### src/rtl/riscv_alu_issue.sv
// ALU issue stage: decodes a RISC-V instruction into ALU operands and opcode,
// holds the result in a single valid/ready register stage, and counts
// encodings the ALU cannot execute.
module riscv_alu_issue #(
  parameter int unsigned COUNT_W  = 16,
  parameter bit          SATURATE = 1'b1
) (
  input  logic               clk,
  input  logic               rst,
  input  logic               in_valid,
  output logic               in_ready,
  input  logic [31:0]        in_instr,
  input  logic [31:0]        in_rs1_data,
  input  logic [31:0]        in_rs2_data,
  input  logic               flush,
  output logic               out_valid,
  input  logic               out_ready,
  output logic [31:0]        out_op1,
  output logic [31:0]        out_op2,
  output logic [3:0]         out_alu_op,
  output logic [4:0]         out_rd,
  output logic               out_wb_en,
  output logic               out_illegal,
  output logic [COUNT_W-1:0] illegal_cnt
);

  typedef enum logic [3:0] {
    AluAnd = 4'b0000,
    AluOr  = 4'b0001,
    AluAdd = 4'b0010,
    AluSub = 4'b0110,
    AluSlt = 4'b0111,
    AluSrl = 4'b1000,
    AluSll = 4'b1001,
    AluSra = 4'b1010,
    AluXor = 4'b1101
  } alu_op_e;

  localparam logic [6:0] OpcReg    = 7'b0110011;
  localparam logic [6:0] OpcImm    = 7'b0010011;
  localparam logic [6:0] OpcLoad   = 7'b0000011;
  localparam logic [6:0] OpcStore  = 7'b0100011;
  localparam logic [6:0] OpcBranch = 7'b1100011;

  localparam logic [6:0] F7Base = 7'b0000000;
  localparam logic [6:0] F7Alt  = 7'b0100000;

  logic [6:0]  opcode;
  logic [2:0]  funct3;
  logic [6:0]  funct7;
  logic [4:0]  rd;
  logic [31:0] imm_i;
  logic [31:0] imm_s;
  logic        rd_nz;

  // rs1/rs2 indices are resolved by the register file upstream
  logic unused_rs_idx;
  assign unused_rs_idx = ^in_instr[19:15];

  assign opcode = in_instr[6:0];
  assign funct3 = in_instr[14:12];
  assign funct7 = in_instr[31:25];
  assign rd     = in_instr[11:7];
  assign imm_i  = {{20{in_instr[31]}}, in_instr[31:20]};
  assign imm_s  = {{20{in_instr[31]}}, in_instr[31:25], in_instr[11:7]};
  assign rd_nz  = (rd != 5'd0);

  alu_op_e     dec_alu_op;
  logic [31:0] dec_op1;
  logic [31:0] dec_op2;
  logic        dec_wb_en;
  logic        dec_legal;

  // Instruction decode; illegal encodings collapse to a harmless ADD 0,0
  always_comb begin
    dec_alu_op = AluAdd;
    dec_op2    = 32'd0;
    dec_wb_en  = 1'b0;
    dec_legal  = 1'b0;
    unique case (opcode)
      OpcReg: begin
        dec_op2   = in_rs2_data;
        dec_wb_en = rd_nz;
        if (funct7 == F7Base) begin
          dec_legal = 1'b1;
          unique case (funct3)
            3'b000:  dec_alu_op = AluAdd;
            3'b001:  dec_alu_op = AluSll;
            3'b010:  dec_alu_op = AluSlt;
            3'b100:  dec_alu_op = AluXor;
            3'b101:  dec_alu_op = AluSrl;
            3'b110:  dec_alu_op = AluOr;
            3'b111:  dec_alu_op = AluAnd;
            default: dec_legal  = 1'b0;  // SLTU
          endcase
        end else if (funct7 == F7Alt) begin
          if (funct3 == 3'b000) begin
            dec_legal  = 1'b1;
            dec_alu_op = AluSub;
          end else if (funct3 == 3'b101) begin
            dec_legal  = 1'b1;
            dec_alu_op = AluSra;
          end
        end
      end
      OpcImm: begin
        dec_op2   = imm_i;
        dec_wb_en = rd_nz;
        unique case (funct3)
          3'b000: begin dec_legal = 1'b1; dec_alu_op = AluAdd; end
          3'b010: begin dec_legal = 1'b1; dec_alu_op = AluSlt; end
          3'b100: begin dec_legal = 1'b1; dec_alu_op = AluXor; end
          3'b110: begin dec_legal = 1'b1; dec_alu_op = AluOr;  end
          3'b111: begin dec_legal = 1'b1; dec_alu_op = AluAnd; end
          3'b001: begin
            dec_legal  = (funct7 == F7Base);
            dec_alu_op = AluSll;
          end
          3'b101: begin
            if (funct7 == F7Base) begin
              dec_legal  = 1'b1;
              dec_alu_op = AluSrl;
            end else if (funct7 == F7Alt) begin
              dec_legal  = 1'b1;
              dec_alu_op = AluSra;
            end
          end
          default: dec_legal = 1'b0;  // SLTIU
        endcase
      end
      OpcLoad: begin
        dec_legal = 1'b1;
        dec_op2   = imm_i;
        dec_wb_en = rd_nz;
      end
      OpcStore: begin
        dec_legal = 1'b1;
        dec_op2   = imm_s;
      end
      OpcBranch: begin
        dec_op2    = in_rs2_data;
        dec_alu_op = AluSub;
        dec_legal  = (funct3 == 3'b000) || (funct3 == 3'b001);
      end
      default: dec_legal = 1'b0;
    endcase

    if (!dec_legal) begin
      dec_alu_op = AluAdd;
      dec_op2    = 32'd0;
      dec_wb_en  = 1'b0;
    end
    dec_op1 = dec_legal ? in_rs1_data : 32'd0;
  end

  logic               valid_q, valid_d;
  logic [31:0]        op1_q, op1_d;
  logic [31:0]        op2_q, op2_d;
  logic [3:0]         alu_op_q, alu_op_d;
  logic [4:0]         rd_q, rd_d;
  logic               wb_en_q, wb_en_d;
  logic               illegal_q, illegal_d;
  logic [COUNT_W-1:0] cnt_q, cnt_d;
  logic               accept;

  assign in_ready = !valid_q || out_ready;
  assign accept   = in_valid && in_ready;

  // Next-state: flush wins over capture; a consume without capture only drops valid
  always_comb begin
    valid_d   = valid_q;
    op1_d     = op1_q;
    op2_d     = op2_q;
    alu_op_d  = alu_op_q;
    rd_d      = rd_q;
    wb_en_d   = wb_en_q;
    illegal_d = illegal_q;
    cnt_d     = cnt_q;
    if (flush) begin
      valid_d = 1'b0;
    end else if (accept) begin
      valid_d   = 1'b1;
      op1_d     = dec_op1;
      op2_d     = dec_op2;
      alu_op_d  = dec_alu_op;
      rd_d      = rd;
      wb_en_d   = dec_wb_en;
      illegal_d = !dec_legal;
      if (!dec_legal && !(SATURATE && (&cnt_q))) begin
        cnt_d = cnt_q + COUNT_W'(1);
      end
    end else if (out_ready) begin
      valid_d = 1'b0;
    end
  end

  // Pipeline register with synchronous reset
  always_ff @(posedge clk) begin
    if (rst) begin
      valid_q   <= 1'b0;
      op1_q     <= 32'd0;
      op2_q     <= 32'd0;
      alu_op_q  <= AluAdd;
      rd_q      <= 5'd0;
      wb_en_q   <= 1'b0;
      illegal_q <= 1'b0;
      cnt_q     <= '0;
    end else begin
      valid_q   <= valid_d;
      op1_q     <= op1_d;
      op2_q     <= op2_d;
      alu_op_q  <= alu_op_d;
      rd_q      <= rd_d;
      wb_en_q   <= wb_en_d;
      illegal_q <= illegal_d;
      cnt_q     <= cnt_d;
    end
  end

  assign out_valid   = valid_q;
  assign out_op1     = op1_q;
  assign out_op2     = op2_q;
  assign out_alu_op  = alu_op_q;
  assign out_rd      = rd_q;
  assign out_wb_en   = wb_en_q;
  assign out_illegal = illegal_q;
  assign illegal_cnt = cnt_q;

endmodule

### config.mk
export PLATFORM = sky130hd
export DESIGN_NAME = riscv_alu_issue
export DESIGN_NICKNAME = d
export VERILOG_FILES = /design/src/rtl/riscv_alu_issue.sv
export SDC_FILE = /design/constraint.sdc
export NUM_CORES = 1
export LEC_CHECK = 0
export BUFFER_PORTS_ARGS = -buffer_cell sky130_fd_sc_hd__buf_4
export CAP_MARGIN = 20
export CORE_MARGIN = 1.5
export CORE_UTILIZATION = 50
export CTS_CLUSTER_DIAMETER = 120
export DETAILED_ROUTE_END_ITERATION = 8
export PLACE_DENSITY = 0.93
export SYNTH_ARGS = -nofsm -noshare
export SYNTH_HDL_FRONTEND = slang
export SYNTH_SLANG_ARGS = --single-unit
### constraint.sdc
create_clock -name clk -period 6.7 [get_ports clk]
set_input_delay 1.675 -clock clk [delete_from_list [all_inputs] [get_ports clk]]
set_output_delay 1.675 -clock clk [all_outputs]
set_load 0.1 [all_outputs]
**Yosys cells after proc, flatten, opt, wreduce, memory -nomap -nowiden**

Cells that the tools add are included.

- Bitwise logic cells: 1
- Reductions and logical operators: 21
- Mux-type cells: 26
- Equal/unequal tests: 12
- $add $sub $neg: 1

Operators by type and width:

| operator | number |
|---|---|
| 32-bit case mux with 3 select lines | 1 |
| 32-bit 2-to-1 mux | 2 |
| 4-bit case mux with 6 select lines | 2 |
| 4-bit 2-to-1 mux | 7 |
| 7-bit by 6-bit equality test with 1-bit output, second input constant | 3 |
| 16-bit by 1-bit adder with 16-bit output, second input constant | 1 |
| 16-bit AND reduction | 1 |
| 3-bit equality test, second input constant | 4 |
| 4-bit case mux with 3 select lines | 1 |
| 1-bit 2-to-1 mux | 11 |
| 2-bit OR reduction | 4 |
| 7-bit by 2-bit equality test with 1-bit output, second input constant | 1 |
| 7-bit by 5-bit equality test with 1-bit output, second input constant | 1 |
| 7-bit equality test, second input constant | 1 |
| 7-bit logical NOT | 1 |
| 7-bit OR reduction | 1 |
| 5-bit nonzero test | 1 |
| 5-bit OR reduction | 1 |
| 1-bit case mux with 4 select lines | 1 |
| 3-bit by 1-bit equality test with 1-bit output, second input constant | 1 |
| 3-bit by 2-bit equality test with 1-bit output, second input constant | 1 |
| 1-bit logical NOT | 3 |
| 3-bit logical NOT | 1 |
| 1-bit case mux with 3 select lines | 1 |
| other kinds (7) | 9 |

- Output and inout port bits: 93
- Logic and storage cells: 69
- Input bits: 101
- Register bits after elaboration: 92

**Logic depth before layout (Yosys ltp)**

Gate-level depths: netlist of run 1.

- Depth after elaboration: 9
- Mapped depth: 7
- Gate-level depth less buffers: 6

**Worst setup path before layout of run 1**

Ideal clock, no wire load.

- Path type: input to register
- Start point: input port out_ready
- End point: register cnt_q[11] (netlist: illegal_cnt[11])
- Required time: 6.577 ns
- Arrival time: 4.102 ns
- Setup slack: 2.475 ns
- Library setup time: 0.123 ns
- Stages: 6
- Buffers on the path: 1
- Path through: nand2b_1 -> nand3_1 -> a211o_4 -> buf_6 -> nor4_1 -> mux2_1

- Word-level cells in the longest chain between the ends: 3

Ends and longest elaborated chain:

| item | RTL line | text |
|---|---|---|
| start: declaration | 17 | `input logic out_ready,` |
| 1-bit logical OR | 166 | `assign in_ready = !valid_q \|\| out_ready;` |
| 1-bit logical AND | 167 | `assign accept = in_valid && in_ready;` |
| 3-bit AND reduction (no source line) | n/a |  |
| end signal: assignment | 216 | `cnt_q <= cnt_d;` |
| end: declaration | 163 | `logic [COUNT_W-1:0] cnt_q, cnt_d;` |

Every way passes these cells.
A chain may end at the register's enable or synchronous reset.

**Final worst setup path of run 1**

- Start point: input port out_ready
- End point: output port in_ready

- Word-level cells in the longest chain between the ends: 1

Ends and longest elaborated chain:

| item | RTL line | text |
|---|---|---|
| 1-bit logical OR | 166 |  |
| end: declaration | 11 | `output logic in_ready,` |

Every way passes these cells.

==> impl_metrics.csv, run 1 <==
group,metric,value,unit
power,powerDensity,183.9,nW/um2
critical_path,cp_data_required_time,5.03,ns
finish,final_cells,734,
finish,drive_gt1_frac,0.3560,
run_status,status,"complete, no violations",
placed_design,portBuffers,188,
critical_path,path_max_fanout,5,
clocking,cts_tree,"built",
global_routing,gr-usage-all-layers,0.2820,
logic_synthesis,synthCells,455,
die,dieWidth,92.92,um
logic_synthesis,synth.distinct_cells,61,
global_routing,grt_use_met1,0.3439,
clocking,hold_buffers,0,
sta,tightest_slew,1.030,ns
detailed_routing,num_vias,4223,
detailed_routing,drcViolationCount,0,
global_routing,grt_overflow,0,
finish,fillers,593,
logic_synthesis,synth_warnings,0,
die,dieArea,8634,um2
detailed_routing,drt_iter0_markers,322,
clocking,clk_latency,0.36,ns
clocking,clkSinkCount,92,
sta,rsz0062_at_grt,"no",
critical_path,cpLargestDelayFamily,"buffers and inverters",
global_routing,top_usage_layer,"met2",
clocking,cts_setup_buffers,0,
critical_path,crit_arrival,2.31,ns
power,ir_drop,0.00009090,V
sta,holdWs,0.4668,ns
sta,maxSlewHeadroom,0.3082,
die,initial_core_util,0.5205,
clocking,cts_buffer_depth,2,
logic_synthesis,synthArstFlopShare,0,
global_routing,antenna_found_initial,0,
sta,hold_violations,0,
global_routing,grtUsageMet3,0.06814,
sta,max_freq,251.1,MHz
finish,layout_commonest_cell,"buf_4",
finish,final_cell_mix,"buf_4, dfxtp_1, nand2_1",
logic_synthesis,ys_ff_latch,92,
sta,fin_crit_sh,0.5944,
critical_path,cp_slowest_cell,"buf_4",
die,dieHeight,92.92,um
global_routing,grt_max_degree,68,
critical_path,max_stage_delay,0.34,ns
sta,min_period,3.982,ns
finish,syn_to_final_growth,40.54,%
sta,fin_ws,2.718,ns
critical_path,crit_path_start_kind,"primary input",
sta,slew_violations,0,
logic_synthesis,ys_seq_area_frac,0.4556,
logic_synthesis,ys.flop_type,"dfxtp_1",
critical_path,path_class,"in -> out",
clocking,cts_max_level,3,
global_routing,use_met2,0.4836,
placed_design,gp_congestion,0.8242,
detailed_routing,drt_first_pass_iters,5,
flow_run,maxCapViolations,0,
finish,diodes,0,
critical_path,crit_path_frequent_cell,"buf_4",
die,core,7767,um2
critical_path,path_buf_inv,2,
logic_synthesis,syn_avg_cell_area,8.885,um2
global_routing,grt_pass1_wl,19180,um
placed_design,placed_cells,716,
clocking,cts_buffers,9,
detailed_routing,viasPerCell,5.753,
min_path,hp-class,"reg -> reg",
detailed_routing,final_antenna_net_count,0,
placed_design,dp_slack,2.193,ns
critical_path,path_cells,"buf_4 > nand2b_1 > buf_4",
power,p_leak,2.425,nW
sta,final.setup_skew,0.01166,ns
clocking,cts_root_buf,"clkbuf_8",
die,io_pins,194,
logic_synthesis,syn_nets,557,
finish,nets,729,
logic_synthesis,netlist_area,4043,um2
placed_design,hpwl,9176,um
detailed_routing,drt-wirelength-per-cell,17.09,um
critical_path,critPathCaptureType,"output port",
detailed_routing,wl,12540,um
logic_synthesis,synth_edf_count,0,
die,std_cell_rows,32,
clocking,post_cts_resized,0,
sta,setup_viol,0,
sta,setup_tns,0,ns
global_routing,grt_pass1_vias,3886,
clocking,clk_pin_slew_worst_paths,0.10,ns
## layer usage
| metal | vias up | part of all wire |
|---|---|---|
| li1 | 2015 | - |
| met2 | 184 | 0.51 |
| met1 | 2000 | 0.39 |
| met5 | - | 0 |
| met4 | 0 | 0.017 |
| met3 | 24 | 0.081 |
## flip-flops by register name, indices dropped and copies added (netlist names)
signal       count
illegal_cnt     16
out_alu_op       4
out_illegal      1
out_op1         32
out_op2         32
out_rd           5
out_valid        1
out_wb_en        1
## per-stage QoR
| step | utilization | instance area [um2] | total power [mW] |
|---|---|---|---|
| 5_1_grt | 0.7315 | 5682 | 1.082 |
| 2_1_floorplan | - | 4043 | 0.6347 |
| 4_1_cts | 0.7276 | 5652 | 1.048 |
| 3_5_place_dp | 0.7028 | 5459 | 0.6959 |
| 3_3_place_gp | 0.7028 | 5459 | 0.6926 |
| 6_report | 0.7315 | 5682 | 1.045 |
## final timing paths
check	from	endpoint	slack, ns	cells past startpoint
setup / recovery	out_ready	in_ready	2.72	3
hold reg to reg	out_op2[11]$_SDFFE_PP0P_	out_op2[11]$_SDFFE_PP0P_	0.47	2
setup reg to reg	out_valid$_SDFFE_PP0P_	illegal_cnt[2]$_SDFFE_PP0P_	4.31	5
hold / removal	out_op2[11]$_SDFFE_PP0P_	out_op2[11]$_SDFFE_PP0P_	0.47	2
## cell usage after synthesis, types with 6 or more instances
cell,n,area share
nor4_1,9,0.014
nand2_1,57,0.053
nand3_1,13,0.016
clkbuf_1,20,0.019
a22o_1,32,0.069
o21ai_0,32,0.040
nand4_1,6,0.0093
dfxtp_1,92,0.46
nor2b_1,13,0.020
nor2_1,23,0.021
a21oi_1,42,0.052
and3_1,7,0.011
a22oi_1,7,0.013
inv_1,8,0.0074
## cell families (layout without fill, tap and decap cells)
logic type      after synthesis  after routing  synth area share
simple gates                162            162            0.2157
mux                          10             10           0.02754
fa+ha+maj                     1              1          0.003095
xor+xnor                      2              2          0.004334
compound gates              150            150            0.2495
buf+inv                      38            215           0.04426
flops                        92             92            0.4556
## report_power, final
part | total, mW | leakage (nW) | switching [mW] | internal (mW)
logic | 0.131 | 1.59 | 0.0769 | 0.0546
registers | 0.553 | 0.742 | 0.00303 | 0.550
clock network | 0.360 | 0.0964 | 0.216 | 0.144
total | 1.04 | 2.42 | 0.296 | 0.749
## final cells by class
type | count | area, um2 | area share
tap | 102 | 127.6 | 0.02246
multi-input combinational | 325 | 2041 | 0.3592
inverter | 8 | 30.03 | 0.005285
clock buffer | 9 | 123.9 | 0.02180
timing repair buffer | 191 | 1449 | 0.2550
sequential | 92 | 1842 | 0.3242
clock inverter | 7 | 68.82 | 0.01211
## worst min-delay path: stages (launching register included)
cell and delay (ns):
dfxtp_1 0.33, nand2_1 0.05, o21ai_1 0.05
Power figures use the tool's default switching activity.
==> run 2: changes to the inputs <==
CORE_UTILIZATION = 42   (was 50)
PLACE_DENSITY = 0.84   (was 0.93)
clock period = 3.2 ns   (was 6.7 ns; I/O delays follow)
==> impl_metrics.csv, run 2 (synthesis gave the netlist of run 1 again) <==
group,metric,value,unit
sta,maxSlewHeadroom,0.4568,
global_routing,gr-usage-all-layers,0.2231,
sta,fin_crit_sh,0.7652,
finish,fillers,788,
die,dieArea,10220,um2
detailed_routing,final_antenna_net_count,0,
sta,tightest_slew,0.8149,ns
global_routing,grt_max_degree,38,
sta,setup_viol,0,
detailed_routing,drt_first_pass_iters,5,
clocking,cts_buffer_depth,2,
finish,syn_to_final_growth,42.65,%
critical_path,rr_startpoint,"illegal_cnt[6]$_SDFFE_PP0P_",
die,io_pins,194,
sta,rsz0062_at_grt,"no",
clocking,clk_pin_slew_worst_paths,0.09,ns
power,ir_drop,0.0002849,V
die,dieHeight,101.1,um
critical_path,path_cells,"buf_4 > or4_1 > o21ai_1 > a21o_1 > o21a_1 > buf_4 > a32o_1",
sta,hold_violations,0,
power,p_leak,2.462,nW
critical_path,crit_path_start_kind,"primary input",
critical_path,cp_data_required_time,3.49,ns
run_status,status,"complete, no violations",
global_routing,grt_pass1_wl,18340,um
placed_design,placed_cells,750,
clocking,cts_setup_buffers,0,
clocking,post_cts_resized,0,
critical_path,critPathCaptureType,"flop",
placed_design,hpwl,9332,um
clocking,hold_buffers,0,
flow_run,maxCapViolations,0,
detailed_routing,drcViolationCount,0,
clocking,cts_tree,"built",
global_routing,grt_pass1_vias,3752,
power,powerDensity,379.7,nW/um2
power,p_int,1.572,mW
detailed_routing,viasPerCell,5.498,
power,p_clk_frac,0.342,
finish,drive_gt1_frac,0.3636,
die,std_cell_rows,35,
sta,min_period,2.449,ns
die,dieWidth,101.1,um
placed_design,gp_congestion,0.8333,
finish,diodes,0,
critical_path,path_buf_inv,2,
clocking,cts_max_level,3,
power,swShare,0.2819,
min_path,hp-class,"reg -> reg",
critical_path,path_max_fanout,33,
finish,nets,735,
critical_path,crit_arrival,2.73,ns
critical_path,crit_path_frequent_cell,"buf_4",
global_routing,antenna_found_initial,0,
finish,layout_commonest_cell,"buf_4",
detailed_routing,num_vias,4217,
die,core,9284,um2
power,pwr-share-comb,0.129,
finish,final_cell_mix,"buf_4, dfxtp_1, nand2_1",
power,power.switching,617.3,uW
global_routing,grt_overflow,0,
critical_path,path_class,"in -> reg",
die,initial_core_util,0.4354,
power,p_seq_frac,0.529,
sta,setup_tns,0,ns
finish,final_cells,767,
sta,slew_violations,0,
critical_path,cp_slowest_cell,"or4_1",
clocking,cts_buffers,9,
placed_design,portBuffers,188,
critical_path,max_stage_delay,0.57,ns
critical_path,cp-startpoint,"in_instr[25]",
clocking,cts_root_buf,"clkbuf_8",
critical_path,cpLargestDelayFamily,"compound AO/OA/AOI/OAI gates",
sta,final.setup_skew,0.01566,ns
clocking,clk_latency,0.36,ns
min_path,worstHoldStart,"out_op2[6]$_SDFFE_PP0P_",
detailed_routing,drt_iter0_markers,238,
detailed_routing,wl,12340,um
clocking,clkSinkCount,92,
detailed_routing,drt-wirelength-per-cell,16.08,um
sta,max_freq,408.4,MHz
[run 2: cell count changes in the layout (fill, tap and decap cells not counted), sizes merged]
| cell | before | now |
|---|---|---|
| clkinvlp | 1 | 0 |
| clkinv | 3 | 4 |
| buf | 191 | 197 |
[run 2: worst paths after layout]
check / slack, ns / endpoint / cells after the start
setup / recovery: 0.75 / out_alu_op[0]$_SDFFE_PP0P_ / 7
hold / removal: 0.45 / out_op2[6]$_SDFFE_PP0P_ / 2
setup reg to reg: 1.08 / illegal_cnt[9]$_SDFFE_PP0P_ / 5
hold reg to reg: 0.45 / out_op2[6]$_SDFFE_PP0P_ / 2
[run 2: routing by layer]
| metal | GRT usage | part of all wire | up-vias |
|---|---|---|---|
| li1 | - | - | 2028 |
| met1 | 0.2802 | 0.41 | 1979 |
| met2 | 0.3831 | 0.49 | 189 |
| met3 | 0.04785 | 0.085 | 21 |
| met4 | 0.06944 | 0.019 | 0 |
| met5 | 0 | 0 | - |
[run 2: through the flow]
stage | area [um2] | util | power (mW) | hold WS [ns] | setup slack [ns]
finish | 5767 | 0.6212 | 2.190 | 0.4501 | 0.7512
global route | 5767 | 0.6212 | 2.261 | 0.4823 | 0.6608
CTS | 5752 | 0.6195 | 2.204 | 0.4557 | 0.5366
detailed placement | 5560 | 0.5989 | 1.466 | 0.4426 | 0.1600
global placement | 5560 | 0.5989 | 1.460 | 0.4365 | 0.3196
floorplan | 4045 | - | 1.329 | 0.8728 | 0.2909
[run 2: power groups by stage]
stage | sequential, mW | combinational (mW) | clock, mW
after floorplan | 1.24 | 0.0906 | 0
after CTS | 1.16 | 0.282 | 0.764
after global placement | 1.18 | 0.276 | 0
final | 1.16 | 0.282 | 0.749
after detailed placement | 1.18 | 0.281 | 0
after global routing | 1.16 | 0.300 | 0.802
[run 2: final cells by class]
type,instances,area [um2],share of cell area
inverters,8,30.03,0.005207
repair buffers,197,1499,0.2599
flip-flops and latches,92,1842,0.3194
clock inverters,7,67.56,0.01172
clock buffers,9,123.9,0.02148
multi-input cells,325,2043,0.3543
well taps,129,161.4,0.02799
[run 2: tightest hold or removal path, cell delays in order (launching register included)]
cell	delay, ns
dfxtp_1	0.32
nand2_1	0.05
o21ai_1	0.05
==> run 3: changes to the inputs <==
clock period = 2.05 ns   (was 3.2 ns; I/O delays follow)
==> impl_metrics.csv, run 3 (synthesis gave the netlist of run 1 again) <==
group,metric,value,unit
clocking,clkSinkCount,92,
sta,max_freq,510.9,MHz
placed_design,portBuffers,188,
flow_run,maxCapViolations,0,
die,std_cell_rows,35,
min_path,hp-class,"in -> reg",
critical_path,rr_worst_depth,6,
global_routing,grt_max_degree,38,
critical_path,rr_startpoint,"illegal_cnt[0]$_SDFFE_PP0P_",
sta,fin_crit_sh,0.9548,
placed_design,hpwl,9849,um
finish,final_cells,805,
power,powerDensity,559.4,nW/um2
sta,final.setup_skew,0.007209,ns
critical_path,path_class,"in -> reg",
sta,hold_violations,0,
critical_path,cp-startpoint,"in_instr[25]",
critical_path,endpoint,"out_op1[20]$_SDFFE_PP0P_",
finish,layout_commonest_cell,"buf_4",
die,dieHeight,101.1,um
detailed_routing,final_antenna_net_count,0,
critical_path,path_max_fanout,32,
finish,fin_area,6213,um2
clocking,cts_max_level,3,
finish,layout.area.seq,1883,um2
power,ir_drop,0.0002947,V
global_routing,gr-usage-all-layers,0.2406,
die,dieArea,10220,um2
clocking,cts_tree,"built",
sta,setup_viol,0,
detailed_routing,drcViolationCount,0,
global_routing,grt_pass1_wl,19520,um
global_routing,antenna_found_initial,0,
die,initial_core_util,0.4354,
die,dieWidth,101.1,um
placed_design,placed_cells,788,
run_status,status,"complete, no violations",
sta,holdWs,0.2978,ns
sta,min_period,1.957,ns
sta,tightest_slew,0.5187,ns
clocking,cts_root_buf,"clkbuf_8",
critical_path,crit_path_start_kind,"primary input",
die,core,9284,um2
finish,syn_to_final_growth,53.70,%
sta,maxSlewHeadroom,0.6510,
detailed_routing,drt-wirelength-per-cell,16.03,um
detailed_routing,num_vias,4341,
critical_path,critPathCaptureType,"flop",
detailed_routing,drt_first_pass_iters,4,
critical_path,reg2reg_slack,0.12,ns
die,io_pins,194,
finish,final_cell_mix,"buf_4, dfxtp_1, nand2_1",
detailed_routing,wl,12900,um
finish,nets,773,
clocking,cts_buffer_depth,2,
finish,fillers,767,
finish,drive_gt1_frac,0.4408,
critical_path,cp_data_required_time,2.36,ns
global_routing,grt_overflow,0,
sta,rsz0062_at_grt,"no",
detailed_routing,drt_iter0_markers,155,
placed_design,gp_congestion,0.8520,
global_routing,grt_pass1_vias,4118,
clocking,clk_latency,0.36,ns
detailed_routing,viasPerCell,5.393,
clocking,clk_pin_slew_worst_paths,0.10,ns
critical_path,path_cells,"buf_4 > or4_1 > o21ai_2 > a21o_1 > o21a_1 > buf_12 > a22o_1",
critical_path,cp_slowest_cell,"or4_1",
critical_path,path_buf_inv,2,
sta,slew_violations,0,
placed_design,placedInstanceArea,6005,um2
critical_path,worstSetupPathDepth,7,
power,p_leak,2.696,nW
finish,multi_input_area,2120,um2
critical_path,crit_arrival,2.27,ns
critical_path,max_stage_delay,0.60,ns
clocking,cts_buffers,9,
finish,diodes,0,
critical_path,cpLargestDelayFamily,"compound AO/OA/AOI/OAI gates",
critical_path,r2r-end,"illegal_cnt[8]$_SDFFE_PP0P_",
-- run 3: changes by cell type in the layout (fill, tap and decap cells not counted), moves of 2 or more --
cell,delta
buf_4,+35
dfxtp_2,+9
dfxtp_1,-17
nand2_2,+2
dfxtp_4,+8
nor4_1,-4
nor4_2,+4
nand2_1,-2
buf_12,+4
-- run 3: layer usage --
metal,vias to the layer above,track usage,routed length [um]
li1,2105,-,-
met1,2046,0.2957,5272
met2,170,0.4166,6468
met3,20,0.04854,929
met4,0,0.08868,231
met5,-,0,0
-- run 3: report_power, final --
part / total (mW) / internal [mW] / leakage (nW) / switching (mW)
logic: 0.490 / 0.222 / 1.85 / 0.267
clock network: 1.19 / 0.472 / 0.0964 / 0.714
registers: 1.80 / 1.79 / 0.753 / 0.0103
total: 3.48 / 2.48 / 2.70 / 0.992
-- run 3: cell type report --
class / count / share of cell area
Multi-Input combinational cell: 325 / 0.3411
Sequential cell: 92 / 0.3031
Timing Repair Buffer: 235 / 0.2940
Tap cell: 129 / 0.02598
Clock buffer: 9 / 0.01994
Clock inverter: 7 / 0.01108
Inverter: 8 / 0.004833
-- run 3: how the worst min path moves through the flow --
stage,start,end,depth (start not counted)
floorplan,flush,out_valid$_SDFFE_PP0P_,1
global placement,out_op2[31]$_SDFFE_PP0P_,out_op2[31]$_SDFFE_PP0P_,2
detailed placement,out_op2[5]$_SDFFE_PP0P_,out_op2[5]$_SDFFE_PP0P_,2
CTS,flush,out_valid$_SDFFE_PP0P_,2
global route,flush,out_valid$_SDFFE_PP0P_,2
finish,flush,out_valid$_SDFFE_PP0P_,2
-- run 3: metrics by stage --
stage            util  setup TNS, ns  power (mW)  worst slack (ns)
6_report       0.6693              0       3.476           0.09264
3_3_place_gp   0.6468         -18.48       2.315           -0.3599
2_1_floorplan       -        -0.5492       2.072          -0.09066
3_5_place_dp   0.6468         -19.18       2.326           -0.3751
5_1_grt        0.6693              0       3.612          0.001489
4_1_cts        0.6675              0       3.499          0.009202
-- run 3: what timing repair did --
item,CTS,global route
endpoints found under the setup margin,0,26
gates resized for setup,0,3
buffers inserted,0,1
hold buffers,0,0
